File: config.mk
export PLATFORM = sky130hd
export DESIGN_NAME = and_gate_truth_sweeper
export DESIGN_NICKNAME = d
export VERILOG_FILES = /design/src/rtl/and_gate_truth_sweeper.sv
export SDC_FILE = /design/constraint.sdc
export NUM_CORES = 1
export LEC_CHECK = 0
export CORE_ASPECT_RATIO = 1.4
export CORE_MARGIN = 1.5
export CORE_UTILIZATION = 45
export CTS_BUF_LIST = sky130_fd_sc_hd__clkbuf_8
export CTS_CLUSTER_SIZE = 24
export DETAILED_ROUTE_END_ITERATION = 16
export GPL_TIMING_DRIVEN = 0
export PLACE_DENSITY = 0.73
export SLEW_MARGIN = 5
export SYNTH_ARGS = -nofsm -noshare
export SYNTH_HDL_FRONTEND = slang
export SYNTH_SLANG_ARGS = --single-unit
File: constraint.sdc
create_clock -name clk -period 1.6 [get_ports clk]
set_input_delay 0.24 -clock clk [delete_from_list [all_inputs] [get_ports clk]]
set_output_delay 0.24 -clock clk [all_outputs]
set_load 0.005 [all_outputs]
File: src/rtl/and_gate_truth_sweeper.sv
// and_gate_truth_sweeper: drives a 2-input gate through its four input rows.
// Each row is held for DWELL cycles, and the gate output is sampled on the
// row's last cycle. The observed 4-bit truth table is then compared with EXPECT.
// Optional build macro GRAY_ORDER_EN: rows are applied as 00,01,11,10 instead
// of binary order. Result bits stay indexed by {in_A,in_B}.
module and_gate_truth_sweeper #(
  parameter int unsigned DWELL  = 8,
  parameter logic [3:0]  EXPECT = 4'b1000
) (
  input  logic       clk,
  input  logic       rst_n,
  input  logic       start,
  input  logic       gate_out,
  output logic       in_A,
  output logic       in_B,
  output logic [1:0] row,
  output logic       busy,
  output logic       done,
  output logic [3:0] result,
  output logic       pass
);

  localparam int unsigned CNT_W = $clog2(DWELL + 1);
  localparam logic [CNT_W-1:0] CNT_LAST = CNT_W'(DWELL - 1);
  localparam logic [1:0] STEP_LAST = 2'd3;

  typedef enum logic [1:0] {
    S_IDLE   = 2'd0,
    S_SETTLE = 2'd1,
    S_DONE   = 2'd2
  } state_t;

  state_t           state, state_d;
  logic [CNT_W-1:0] cnt, cnt_d;
  logic [1:0]       step, step_d;
  logic [1:0]       row_d;
  logic             busy_d;
  logic             done_d;
  logic [3:0]       result_d;
  logic             pass_d;
  logic             row_end_c;
  logic             last_step_c;

  // Maps the sweep step number to the input row actually applied
  function automatic logic [1:0] step_to_row(input logic [1:0] s);
`ifdef GRAY_ORDER_EN
    return {s[1], s[1] ^ s[0]};
`else
    return s;
`endif
  endfunction

  assign row_end_c   = (state == S_SETTLE) && (cnt == CNT_LAST);
  assign last_step_c = (step == STEP_LAST);

  // State register
  always_ff @(posedge clk or negedge rst_n) begin
    if (!rst_n) begin
      state <= S_IDLE;
    end else begin
      state <= state_d;
    end
  end

  // Next-state logic
  always_comb begin
    state_d = state;
    unique case (state)
      S_IDLE:   if (start) state_d = S_SETTLE;
      S_SETTLE: if (row_end_c && last_step_c) state_d = S_DONE;
      S_DONE:   state_d = S_IDLE;
      default:  state_d = S_IDLE;
    endcase
  end

  // Next values for counters and registered outputs
  always_comb begin
    cnt_d    = cnt;
    step_d   = step;
    row_d    = row;
    busy_d   = busy;
    done_d   = 1'b0;
    result_d = result;
    pass_d   = pass;
    unique case (state)
      S_IDLE: begin
        if (start) begin
          cnt_d    = '0;
          step_d   = 2'd0;
          row_d    = step_to_row(2'd0);
          busy_d   = 1'b1;
          result_d = 4'b0000;
          pass_d   = 1'b0;
        end
      end
      S_SETTLE: begin
        if (row_end_c) begin
          cnt_d         = '0;
          result_d[row] = gate_out;
          if (last_step_c) begin
            step_d = 2'd0;
            row_d  = 2'd0;
            busy_d = 1'b0;
            done_d = 1'b1;
            pass_d = (result_d == EXPECT);
          end else begin
            step_d = step + 2'd1;
            row_d  = step_to_row(step + 2'd1);
          end
        end else begin
          cnt_d = cnt + CNT_W'(1);
        end
      end
      S_DONE: begin
        busy_d = 1'b0;
      end
      default: begin
        busy_d = 1'b0;
      end
    endcase
  end

  // Registered datapath and outputs; gate inputs come straight from flops
  always_ff @(posedge clk or negedge rst_n) begin
    if (!rst_n) begin
      cnt    <= '0;
      step   <= 2'd0;
      row    <= 2'd0;
      in_A   <= 1'b0;
      in_B   <= 1'b0;
      busy   <= 1'b0;
      done   <= 1'b0;
      result <= 4'b0000;
      pass   <= 1'b0;
    end else begin
      cnt    <= cnt_d;
      step   <= step_d;
      row    <= row_d;
      in_A   <= row_d[1];
      in_B   <= row_d[0];
      busy   <= busy_d;
      done   <= done_d;
      result <= result_d;
      pass   <= pass_d;
    end
  end

endmodule
# After elaboration in Yosys (flattened, before gate mapping)
# Cells that the tools add are included.
[totals]
regBits = 19
input_bits = 4
out_inout_bits = 11
elab_cells = 61
[classes]
n_addsub = 2
n_lt_le_gt_ge = 2
eq_ne = 8
muxes = 29
reduce_logical = 10
[ops]
columns = ["operator", "n"]
rows = [
  ["$pmux W4 S2", 2],
  ["$mux W2", 7],
  ["$mux W4", 3],
  ["$pmux W2 S2", 3],
  ["$mux W1", 10],
  ["$ne A2 B2 Y1 const B", 3],
  ["$reduce_and A3 Y1", 2],
  ["$add A4 B1 Y4 const B", 1],
  ["$bwmux W4", 1],
  ["$eq A4 B3 Y1 const B", 1],
  ["$eq A4 B4 Y1 const B", 1],
  ["$pmux W1 S2", 2],
  ["$reduce_and A2 Y1", 2],
  ["$reduce_and A4 Y1", 1],
  ["$logic_and A1 B1 Y1", 3],
  ["$lt A2 B3 Y1 const B", 1],
  ["$add A2 B1 Y2 const B", 1],
  ["$demux W1 S2", 1],
  ["$eq A2 B1 Y1 const B", 1],
  ["$eq A2 B2 Y1 const B", 1],
  ["$ge A2 B1 Y1 const B", 1],
  ["$logic_not A2 Y1", 1],
  ["$ne A2 B1 Y1 const B", 1],
  ["$reduce_bool A2 Y1", 1],
]

# Depth between registers and ports, before layout
# Gate-level depths: netlist (run 1).
[logic_depth]
depth_word = 9
ltp_mapped = 5
depth_no_buf = 5

# Worst setup path before layout (run 1)
# OpenSTA, ideal clock, no wires.
[synth_timing]
kind = "register to register"
from = "register cnt[0]"
to = "register pass"
setup_time_ns = 0.125
t_arrival_ns = 1.467
required_time_ns = 1.475
setup_slack_ns = 0.007
path_stages_with_launch = 6
n_path_buf = 0
period_less_slack_ns = 1.593
cell_sequence = "dfrtp_1 -> ha_1 -> and3b_1 -> and3_1 -> nand2b_1 -> mux2_4"
[synth_between]
elab_chain_len = 4
[synth_lines]
columns = ["item", "line_no", "rtl"]
rows = [
  ["from (decl)", "34", "logic [CNT_W-1:0] cnt, cnt_d;"],
  ["from (signal assigned)", "136", "cnt <= cnt_d;"],
  ["$eq A4 B3 Y1", "53", "assign row_end_c = (state == S_SETTLE) && (cnt == CNT_LAST);"],
  ["$logic_and A1 B1 Y1", "53", ""],
  ["$ne A2 B2 Y1 (no source line)", "-", ""],
  ["$reduce_and A4 Y1 (no source line)", "-", ""],
  ["to (signal assigned)", "144", "pass <= pass_d;"],
  ["to (decl)", "20", "output logic pass"],
]
# Every way passes these cells.
# A chain may end at the register's enable or synchronous reset.

# Worst setup path in the final report (run 1)
# Same ends and word-level chain as after synthesis.

==> results of run 1 <==
==> cells in the final DEF (no fill, tap or decap), types with 3 or more instances in the layout <==
cell type and n:
dfrtp_1 17, clkdlybuf4s50_1 14, nand2_1 12, buf_4 6
a22o_1 5, nor2_1 5, mux2i_1 3, clkbuf_8 3
==> repair_timing <==
action | 4_1_cts | 5_1_grt
pin swaps | 0 | 1
buffers inserted | 3 | 1
resized for setup | 3 | 4
setup endpoints to repair | 2 | 5
==> worst max path at each step <==
stage / end / startpoint
finish: pass / cnt[0]
floorplan: pass / cnt[0]
detailed placement: pass / cnt[0]
CTS: pass / cnt[0]
global route: pass / cnt[0]
global placement: pass / cnt[0]
==> through the flow <==
stage	power, mW	cell area (µm²)	worst slack, ns
global placement	1.64	1020	-0.101
global route	2.24	1120	-0.0207
finish	2.07	1120	0.0316
detailed placement	1.66	1020	-0.110
floorplan	1.30	856	0.00746
CTS	2.03	1100	0.00722
==> power by group <==
group | internal (mW) | switching [mW] | total (mW)
combinational | 0.610 | 0.400 | 1.01
sequential | 0.605 | 0.156 | 0.762
clock | 0.170 | 0.133 | 0.303
total | 1.39 | 0.689 | 2.07
==> cell type report <==
type	instances	area share, %
clock inverter	1	0.334
clock buffer	3	3.67
multi-input combinational	60	38.2
timing repair buffer	18	15.1
inverter	1	0.334
tap	20	2.23
sequential	17	37.9
buffer	4	2.23
==> per-layer routing <==
metal,part of all wire [%],vias up,wire length [µm]
met5,0,-,0
met4,0.59,0,10
met3,2.5,2,42
met2,52,15,872
met1,45,336,764
li1,-,340,-
==> cell families (layout without fill, tap and decap cells) <==
kind of cell               count (synthesis)  count (layout)  synth area share (%)
muxes                                      5               5                  6.58
DFF                                       17              17                  49.7
and+or+nand+nor                           37              37                  23.2
buffers and inverters                      5              27                  3.21
adders and majority gates                  2               2                  2.92
AOI/OAI and AO/OA                         16              16                  14.3
==> summary.txt, run 1 <==
Logic synthesis
  • Syn Inst Count: 82
  • Synth top area share: 49.7%
  • Synth async-reset ratio: 100%
  • Flops & latches, synth: 17
  • Most frequent cell after synthesis: dfrtp_1
  • Post-synth top flop: dfrtp_1
  • Top cells by area, synth: dfrtp_1 (50%), nand2_1 (5.3%), a22o_1 (5.1%), mux2i_1 (3.5%), ha_1 (2.9%)
  • Syn Std Cell Area: 856 µm²
  • Syn Area/Cell: 10.4 µm²
  • Mapped Nets: 88
  • Area leader, netlist: dfrtp_1
  • Top cells by count, synth: dfrtp_1 (17), nand2_1 (12), a22o_1 (5), nor2_1 (5)
  • Unique cell type count in the Yosys netlist: 36
  • Seq/Total Area, Yosys: 49.7%
  • Post-synth EDFFs: 0
  • Syn. warnings: 0

Detailed routing
  • Initial DRC Count: 4
  • Routed via count: 693
  • Final wirelength: 1690 µm
  • DRC viols: 0
  • Routed Antenna Nets: 0
  • Wire length per cell: 13.6 µm
  • Detailed Routing Iterations Pass 1: 4
  • DR vias/cell: approximately 5.6

CTS
  • H-tree depth: 1
  • TritonCTS clock tree: done
  • Clock Tree Buf Depth: 2
  • Num CTS Buffers: 3
  • Hold buffer count at cts: 0
  • Clock slew at reported path FFs: 0.06 ns
  • TritonCTS Sinks: 17
  • Clock Latency Late Sink: 0.24 ns
  • Root Buffer: clkbuf_8

Worst setup path
  • Kind of end point of the critical path: register
  • Crit-path cells: ha_4 -> and3b_2 -> and3_4 -> nand2b_4 -> mux2_4
  • Critical path depth in cells: 5
  • Critical path required time: 1.73 ns
  • R2r endpoint: pass
  • CP max stage cell: dfrtp_1
  • Number of buffer and inverter stages on the critical path: 0
  • R2R setup slack: roughly 0.032 ns
  • Critical path's top delay family: simple AND/OR/NAND/NOR gates
  • Crit path largest cell delay: 0.41 ns
  • CP Data Arrival Time: 1.70 ns
  • R2r worst-path depth: 5
  • Startpoint types: register
  • Reg-to-reg startpoint: cnt[0]
  • Setup CP Type: register to register
  • Max Fanout on Critical Path: 5

Timing
  • Skew final: 0.00130 ns
  • Final TNS setup: 0 ns
  • Setup violations, final: 0
  • Period utilization: between 90% and 100%
  • Max_slew headroom: between 40% and 50%
  • Worst slew pin tran: 0.750 ns
  • Endpoints failing hold: 0
  • Fin. max-slew vios: 0
  • Fmax: 638 MHz
  • Hold slack: 0.437 ns
  • Unrepaired setup endpoints after global routing: yes
  • Fin crit period: 1.57 ns

Layout
  • Final Util: 63.2%
  • Share of cells above drive strength 1: 18.3%
  • FF/Latch Area: roughly 430 µm²
  • Fillers: 153
  • Multi-input logic area: 429 µm²
  • Post-Layout Cell Count: 124
  • Antenna fix cells: 0
  • Layout area overhead: 31.3%
  • Fin nets: 111

Die
  • Die footprint: 2180 µm²
  • Initial Util: 48.1%
  • Total core area: 1780 µm²
  • Die Y: 54.6 µm
  • Num rows: 18
  • Chip Width: approximately 40 µm
  • IO Pins: 15

Global routing
  • Met1 usage: 23.1%
  • Initial antenna violation count: 0
  • Vias in the first global route: 596
  • Layer with the highest usage: met2
  • Routing usage on met2: 29.5%
  • Pin count of the biggest net entering global routing: 18
  • All-Layer GR Usage: 18.1%
  • Global-route wire length before repair: between 2000 and 3000 µm
  • Global route total overflow: 0
  • Met3 GRT Util: 2.44%

Pwr
  • Max IR drop VDD: 1010 µV
  • Leakage power: 0.519 nW
  • Power Dens Cells: 1850 nW/µm²

Hold path
  • Min-Delay Path Class: input port to async pin

Place
  • Placed instance count: 116
  • DP HPWL: between 1000 and 1500 µm
  • Number of I/O port buffers: 14
  • Gpl congestion: approximately 0.74

Run
  • Max_cap viols: 0

Run status
  • Status: finished clean
Power figures use the tool's default switching activity.
==> inputs of run 2 (changes only) <==
HOLD_SLACK_MARGIN = 0.1   (was not set)
==> results of run 2 <==
Final layout, timing and power as in run 1 (identical DEF).
